## src/rtl/uart_pkg.sv

```systemverilog
`default_nettype none
// ============================================================================
//  Module      : uart_pkg
//  Description : Shared definitions for the uart_riscv serial blocks:
//                oversampling ratio, line-control bit positions and the
//                receiver state encoding.
//  Revision    : 1.0  initial release
// ============================================================================
package uart_pkg;

    // Ticks of the 16x enable per serial bit
    localparam int OVS = 16;

    // Line-control register bit positions: {stop_bits, parity_type, parity_en}
    localparam int LCR_PEN = 0;   // 1 = parity bit present
    localparam int LCR_EPS = 1;   // 1 = even parity, 0 = odd parity
    localparam int LCR_STB = 2;   // stop-bit count (transmit side only)

    // Receiver state encoding
    localparam int          c_state_w     = 3;
    localparam logic [2:0]  c_st_idle     = 3'd0;
    localparam logic [2:0]  c_st_start    = 3'd1;
    localparam logic [2:0]  c_st_data     = 3'd2;
    localparam logic [2:0]  c_st_parity   = 3'd3;
    localparam logic [2:0]  c_st_stop     = 3'd4;
    localparam logic [2:0]  c_st_break    = 3'd5;

endpackage
`default_nettype wire

```

## src/rtl/uart_sync.sv

```systemverilog
`default_nettype none
// ============================================================================
//  Module      : uart_sync
//  Description : Multi-flop synchronizer for a single asynchronous input
//                (RXD, CTS, DSR ...). Resets to RESET_VAL so an idle line
//                looks idle immediately after reset.
//  Ports       : clk   - destination clock
//                rst   - asynchronous active-high reset
//                d     - asynchronous input
//                q     - synchronized output, STAGES clk cycles behind d
//  Revision    : 1.0  initial release
// ============================================================================
module uart_sync #(
    parameter int   STAGES    = 2,
    parameter logic RESET_VAL = 1'b1
) (
    input  logic clk,
    input  logic rst,
    input  logic d,
    output logic q
);

    logic [STAGES-1:0] r_sync;

    generate
        if (STAGES == 1) begin : g_single
            always_ff @(posedge clk or posedge rst) begin
                if (rst) begin
                    r_sync <= RESET_VAL;
                end else begin
                    r_sync <= d;
                end
            end
        end else begin : g_chain
            always_ff @(posedge clk or posedge rst) begin
                if (rst) begin
                    r_sync <= {STAGES{RESET_VAL}};
                end else begin
                    r_sync <= {r_sync[STAGES-2:0], d};
                end
            end
        end
    endgenerate

    assign q = r_sync[STAGES-1];

endmodule
`default_nettype wire

```

## src/rtl/uart_rx.sv

```systemverilog
`default_nettype none
// ============================================================================
//  Module      : uart_rx
//  Description : UART receiver. Samples the synchronized RXD line at mid-bit
//                using the shared 16x enable, assembles 8-bit LSB-first
//                frames with optional parity, and holds the byte with
//                sticky parity / framing / overrun flags until rx_ack.
//  Ports       : clk, rst          - clock, asynchronous active-high reset
//                tick_16x          - one-clk enable at 16x the baud rate
//                rxd               - asynchronous serial input (idle high)
//                lcr[2:0]          - {stop_bits, parity_type, parity_en}
//                rx_ack            - read strobe, clears ready and flags
//                dout[7:0]         - last received byte
//                rx_ready          - unread byte held in dout
//                rx_valid          - one-clk pulse per completed frame
//                parity_err        - parity mismatch on held byte
//                frame_err         - stop bit sampled low on held byte
//                overrun           - frame completed while rx_ready high
//                rx_busy           - frame reception in progress
//  Revision    : 1.0  initial release
// ============================================================================
module uart_rx #(
    parameter int OVS         = uart_pkg::OVS,
    parameter int SYNC_STAGES = 2
) (
    input  logic       clk,
    input  logic       rst,
    input  logic       tick_16x,
    input  logic       rxd,
    input  logic [2:0] lcr,
    input  logic       rx_ack,
    output logic [7:0] dout,
    output logic       rx_ready,
    output logic       rx_valid,
    output logic       parity_err,
    output logic       frame_err,
    output logic       overrun,
    output logic       rx_busy
);

    import uart_pkg::*;

    localparam logic [3:0] c_tick_mid  = 4'(OVS/2 - 1);
    localparam logic [3:0] c_tick_last = 4'(OVS - 1);

    logic                 w_rxs;
    logic [c_state_w-1:0] r_state;
    logic [c_state_w-1:0] w_state_next;
    logic [3:0]           r_tick_cnt;
    logic [2:0]           r_bit_idx;
    logic [7:0]           r_shreg;
    logic [1:0]           r_lcr_q;
    logic                 r_perr;
    logic [7:0]           r_dout;
    logic                 r_rx_ready;
    logic                 r_rx_valid;
    logic                 r_parity_err;
    logic                 r_frame_err;
    logic                 r_overrun;

    logic                 w_cnt_clr;
    logic                 w_shift;
    logic                 w_par_sample;
    logic                 w_done;
    logic                 w_par_exp;
    logic                 w_unused_stb;

    // Stop-bit count only matters to the transmitter
    assign w_unused_stb = lcr[LCR_STB];

    uart_sync #(
        .STAGES    (SYNC_STAGES),
        .RESET_VAL (1'b1)
    ) u_rxd_sync (
        .clk (clk),
        .rst (rst),
        .d   (rxd),
        .q   (w_rxs)
    );

    assign w_par_exp = r_lcr_q[LCR_EPS] ? (^r_shreg) : ~(^r_shreg);

    // ------------------------------------------------------------------------
    // Next-state and per-tick strobes
    // ------------------------------------------------------------------------
    always_comb begin
        w_state_next = r_state;
        w_cnt_clr    = 1'b0;
        w_shift      = 1'b0;
        w_par_sample = 1'b0;
        w_done       = 1'b0;
        if (tick_16x) begin
            case (r_state)
                c_st_idle: begin
                    if (!w_rxs) begin
                        w_state_next = c_st_start;
                        w_cnt_clr    = 1'b1;
                    end
                end
                c_st_start: begin
                    // Re-check the start bit at its centre; a high line here
                    // was a glitch, not a frame.
                    if (r_tick_cnt == c_tick_mid) begin
                        w_cnt_clr    = 1'b1;
                        w_state_next = w_rxs ? c_st_idle : c_st_data;
                    end
                end
                c_st_data: begin
                    if (r_tick_cnt == c_tick_last) begin
                        w_cnt_clr = 1'b1;
                        w_shift   = 1'b1;
                        if (r_bit_idx == 3'd7) begin
                            w_state_next = r_lcr_q[LCR_PEN] ? c_st_parity : c_st_stop;
                        end
                    end
                end
                c_st_parity: begin
                    if (r_tick_cnt == c_tick_last) begin
                        w_cnt_clr    = 1'b1;
                        w_par_sample = 1'b1;
                        w_state_next = c_st_stop;
                    end
                end
                c_st_stop: begin
                    if (r_tick_cnt == c_tick_last) begin
                        w_cnt_clr    = 1'b1;
                        w_done       = 1'b1;
                        w_state_next = w_rxs ? c_st_idle : c_st_break;
                    end
                end
                c_st_break: begin
                    // Hold here until the line returns high so a long break
                    // produces a single framing-error frame.
                    if (w_rxs) begin
                        w_state_next = c_st_idle;
                    end
                end
                default: begin
                    w_state_next = c_st_idle;
                end
            endcase
        end
    end

    // ------------------------------------------------------------------------
    // Frame assembly
    // ------------------------------------------------------------------------
    always_ff @(posedge clk or posedge rst) begin
        if (rst) begin
            r_state    <= c_st_idle;
            r_tick_cnt <= 4'd0;
            r_bit_idx  <= 3'd0;
            r_shreg    <= 8'd0;
            r_lcr_q    <= 2'd0;
            r_perr     <= 1'b0;
        end else begin
            r_state <= w_state_next;
            if (tick_16x) begin
                r_tick_cnt <= w_cnt_clr ? 4'd0 : r_tick_cnt + 4'd1;
            end
            // Frame format is frozen once the start edge is accepted
            if (r_state == c_st_idle) begin
                r_lcr_q <= lcr[1:0];
                r_perr  <= 1'b0;
            end
            if (w_cnt_clr && (r_state == c_st_start)) begin
                r_bit_idx <= 3'd0;
            end else if (w_shift) begin
                r_bit_idx <= r_bit_idx + 3'd1;
            end
            if (w_shift) begin
                r_shreg <= {w_rxs, r_shreg[7:1]};
            end
            if (w_par_sample) begin
                r_perr <= w_rxs ^ w_par_exp;
            end
        end
    end

    // ------------------------------------------------------------------------
    // Receive buffer and status. A completing frame takes priority over a
    // simultaneous rx_ack: the ack clears only the old frame's flags.
    // ------------------------------------------------------------------------
    always_ff @(posedge clk or posedge rst) begin
        if (rst) begin
            r_dout       <= 8'd0;
            r_rx_ready   <= 1'b0;
            r_rx_valid   <= 1'b0;
            r_parity_err <= 1'b0;
            r_frame_err  <= 1'b0;
            r_overrun    <= 1'b0;
        end else begin
            r_rx_valid <= w_done;
            if (w_done) begin
                r_dout       <= r_shreg;
                r_rx_ready   <= 1'b1;
                r_parity_err <= (r_parity_err & ~rx_ack) | r_perr;
                r_frame_err  <= (r_frame_err & ~rx_ack) | ~w_rxs;
                r_overrun    <= (r_overrun | r_rx_ready) & ~rx_ack;
            end else if (rx_ack) begin
                r_rx_ready   <= 1'b0;
                r_parity_err <= 1'b0;
                r_frame_err  <= 1'b0;
                r_overrun    <= 1'b0;
            end
        end
    end

    assign dout       = r_dout;
    assign rx_ready   = r_rx_ready;
    assign rx_valid   = r_rx_valid;
    assign parity_err = r_parity_err;
    assign frame_err  = r_frame_err;
    assign overrun    = r_overrun;
    assign rx_busy    = (r_state != c_st_idle);

endmodule
`default_nettype wire
```

## config.mk

```make
export PLATFORM = sky130hd
export DESIGN_NAME = uart_rx
export DESIGN_NICKNAME = d
export VERILOG_FILES = /design/src/rtl/uart_pkg.sv /design/src/rtl/uart_sync.sv /design/src/rtl/uart_rx.sv
export SDC_FILE = /design/constraint.sdc
export NUM_CORES = 1
export LEC_CHECK = 0
export ABC_CLOCK_PERIOD_IN_PS = 4200
export BUFFER_PORTS_ARGS = -buffer_cell sky130_fd_sc_hd__buf_2
export CAP_MARGIN = 20
export CORE_MARGIN = 2
export CORE_UTILIZATION = 33
export CTS_CLUSTER_DIAMETER = 120
export DETAILED_ROUTE_END_ITERATION = 7
export GPL_TIMING_DRIVEN = 1
export PLACE_DENSITY = 0.6
export SLEW_MARGIN = 20
export SYNTH_ARGS = -nofsm -noshare
export SYNTH_HDL_FRONTEND = slang
export SYNTH_SLANG_ARGS = --single-unit
```

## constraint.sdc

```tcl
create_clock -name clk -period 4.2 [get_ports clk]
set_input_delay 0.42 -clock clk [delete_from_list [all_inputs] [get_ports clk]]
set_output_delay 0.42 -clock clk [all_outputs]
set_load 0.005 [all_outputs]
```

==> impl_metrics.json <==
{
  "cts_hold_buf": 0,
  "cts_sinks": 36,
  "h-tree-depth": 2,
  "grt_antenna_before_repair": 0,
  "syn_area_um2": 1737,
  "synth_edf_count": 0,
  "cts_tree": "done",
  "synth_top_area_share_pct": 48.99,
  "maxSlewViolCount": 0,
  "r2r_start": "r_state[0]",
  "firstDrtPassIters": 4,
  "grt_pass1_vias": 1140,
  "hold_class": "primary input to async pin",
  "ir_worst_vdd_v": 0.0001858,
  "cellPowerDensity_nw_per_um2": 508.9,
  "dr.max_layer_used": "met4",
  "post_dp_cell_area_um2": 1886,
  "fp.dieArea_um2": 5859,
  "wl_met1_um": 1524,
  "grt-ovfl-total": 0,
  "cts_buffers": 5,
  "synthCells": 168,
  "ios": 22,
  "die_h_um": 76.55,
  "grt_pass1_wl_um": 5595,
  "grt_use_total_pct": 12.09,
  "clockRootBuffer": "clkbuf_8",
  "synth_seq_cells": 36,
  "setup_slack_ns": 2.189,
  "synthesis.nets": 179,
  "yosysTopAreaCell": "dfrtp_1",
  "fmax_mhz": 497.3,
  "crit_path_max_fanout": 12,
  "port_buffers": 20,
  "drive_gt1_share_pct": 24.34,
  "clk_pin_slew_ns": 0.08,
  "worst_clock_skew_ns": 0.009339,
  "r2r_cells": 5,
  "crit_path_end_kind": "output pin",
  "synth.avg_cell_area_um2": 10.34,
  "cts.repair.resized": 0,
  "finalSetupViolations": 0,
  "rsz0062_at_grt": "false",
  "hold_viol": 0,
  "coreArea_um2": 5107,
  "synth_area_leaders": "dfrtp_1 49%, nand2_1 7.3%, mux2_2 6.5%",
  "setup_tns_ns": 0,
  "arrival_ns": 1.59,
  "worst_setup_path_start_kind": "flip-flop",
  "drc": 0,
  "place_congestion": 0.8248,
  "synth_ff_type": "dfrtp_1",
  "routedWlPerCell_um": 12.33,
  "ant_nets": 0,
  "rr_endpoint": "r_state[0]",
  "whs_ns": 0.2115,
  "area_growth_pct": 14.99,
  "ctsLongestPathBuffers": 2,
  "drtIter0Drc": 96,
  "post-cts-setup-buffers": 0,
  "grt_max_degree": 37,
  "insertion_delay_ns": 0.29,
  "wl_met3_um": 135,
  "synth-seq-area-share_pct": 52.02,
  "timing.reg2reg.setup_slack_ns": 2.21,
  "layout.nets": 199,
  "die_x_um": 76.55,
  "start_util_pct": 34.00,
  "met2_length_um": 1465,
  "total_power_uw": 1016,
  "ys_async_sr_fraction_pct": 100.0,
  "via_per_inst": 4.803,
  "fin_area_um2": 1997,
  "required_ns": 3.78,
  "antennaDiodeCount": 0,
  "finalCritPeriodShare_pct": 47.87,
  "crit_type": "flip-flop to output pin",
  "status": "completed",
  "p_leak_uw": 0.0009747,
  "hpwl_um": 2190,
  "fp-row-count": 26,
  "yosysUniqueCellTypes": 39,
  "min_period_ns": 2.011,
  "ys_warn_count": 0,
  "worst_pin_slew_ns": 0.5386,
  "dp_slack_ns": 2.239,
  "vias": 1244,
  "maxCapViolations": 0,
  "max_slew_margin_pct": 63.82,
  "detail_route.wirelength_um": 3193
}
final cells by class:
class                           instances  area, µm²
Timing Repair Buffer                   22      115.1
Fill cell                             523       3110
Sequential cell                        36      903.4
Tap cell                               70      87.58
Multi-Input combinational cell        113      742.0
Clock buffer                            5      68.82
Clock inverter                          3      42.54
Inverter                               10      37.54
stage by stage:
| step | std cells | utilization (%) |
|---|---|---|
| 6_report | 259 | 39.10 |
| 5_1_grt | 259 | 39.10 |
| 4_1_cts | 259 | 39.10 |
| 3_5_place_dp | 251 | 36.92 |
| 3_3_place_gp | 251 | 36.92 |
| 2_1_floorplan | 168 | - |
registers in the layout (all words and copies together), names as in the netlist:
signal,flops
r_lcr_q,2
r_bit_idx,3
r_state,3
rx_ready,1
r_tick_cnt,4
r_shreg,8
dout,8
parity_err,1
r_perr,1
rx_valid,1
overrun,1
frame_err,1
u_rxd_sync.r_sync,2
synthesized netlist by cell type, types with 2 or more instances:
master / instances
inv_1: 10
buf_6: 2
ha_1: 3
buf_2: 3
o21ai_0: 4
dfrtp_1: 34
mux2i_1: 2
xor2_1: 4
nand2b_1: 2
nor2_1: 10
nand3_1: 3
a21oi_1: 6
clkbuf_1: 3
xnor2_1: 9
nor3_1: 5
mux2_2: 10
dfstp_2: 2
nand2_1: 34
nand4_1: 2
where the power goes:
group | internal (µW) | switching, µW
clock network | 176 | 131
registers | 389 | 75.7
logic | 110 | 134
cells by family after synthesis:
group,share of synthesized area [%]
DFF,52.02
and+or+nand+nor,15.13
AOI/OAI and AO/OA,11.24
muxes,7.637
buffers and inverters,5.259
xor gates and xnor gates,6.556
adders and majority gates,2.162
critical path, stage by stage (launching register included):
cell     delay (ns)
dfrtp_1        0.51
nor3_1         0.47
inv_1          0.16
buf_2          0.16
how the worst max path moves through the flow:
stage | from | slack, ns | cells after the start | endpoint
final | r_state[1] | 2.19 | 3 | rx_busy
after global routing | r_state[1] | 2.02 | 3 | rx_busy
after CTS | r_state[1] | 2.14 | 3 | rx_busy
after detailed placement | r_state[0] | 2.24 | 5 | r_state[0]
after global placement | r_state[0] | 2.25 | 5 | r_state[0]
after floorplan | r_tick_cnt[0] | 2.56 | 5 | r_shreg[0]
metal layers:
| layer | vias to the layer above | GRT usage [%] |
|---|---|---|
| li1 | 611 | - |
| met2 | 26 | 17.35 |
| met1 | 602 | 16.73 |
| met4 | 0 | 5.455 |
| met3 | 5 | 3.673 |
| met5 | - | 0 |
placed cells by master (no fill, tap or decap), types with 2 or more instances in the layout:
cell type | synthesis | layout
dfstp_2 | 2 | 2
nand3_1 | 3 | 3
nand2b_1 | 2 | 2
inv_1 | 10 | 10
buf_2 | 3 | 20
clkbuf_8 | 0 | 5
mux2i_1 | 2 | 2
dfrtp_1 | 34 | 34
o21ai_0 | 4 | 4
xnor2_1 | 9 | 9
a21oi_1 | 6 | 6
ha_1 | 3 | 3
xor2_1 | 4 | 4
mux2_2 | 10 | 10
nor3_1 | 5 | 5
nor2_1 | 10 | 10
buf_4 | 0 | 2
nand2_1 | 34 | 34
nand4_1 | 2 | 2
Note: power is estimated with default switching activity, not from simulation.
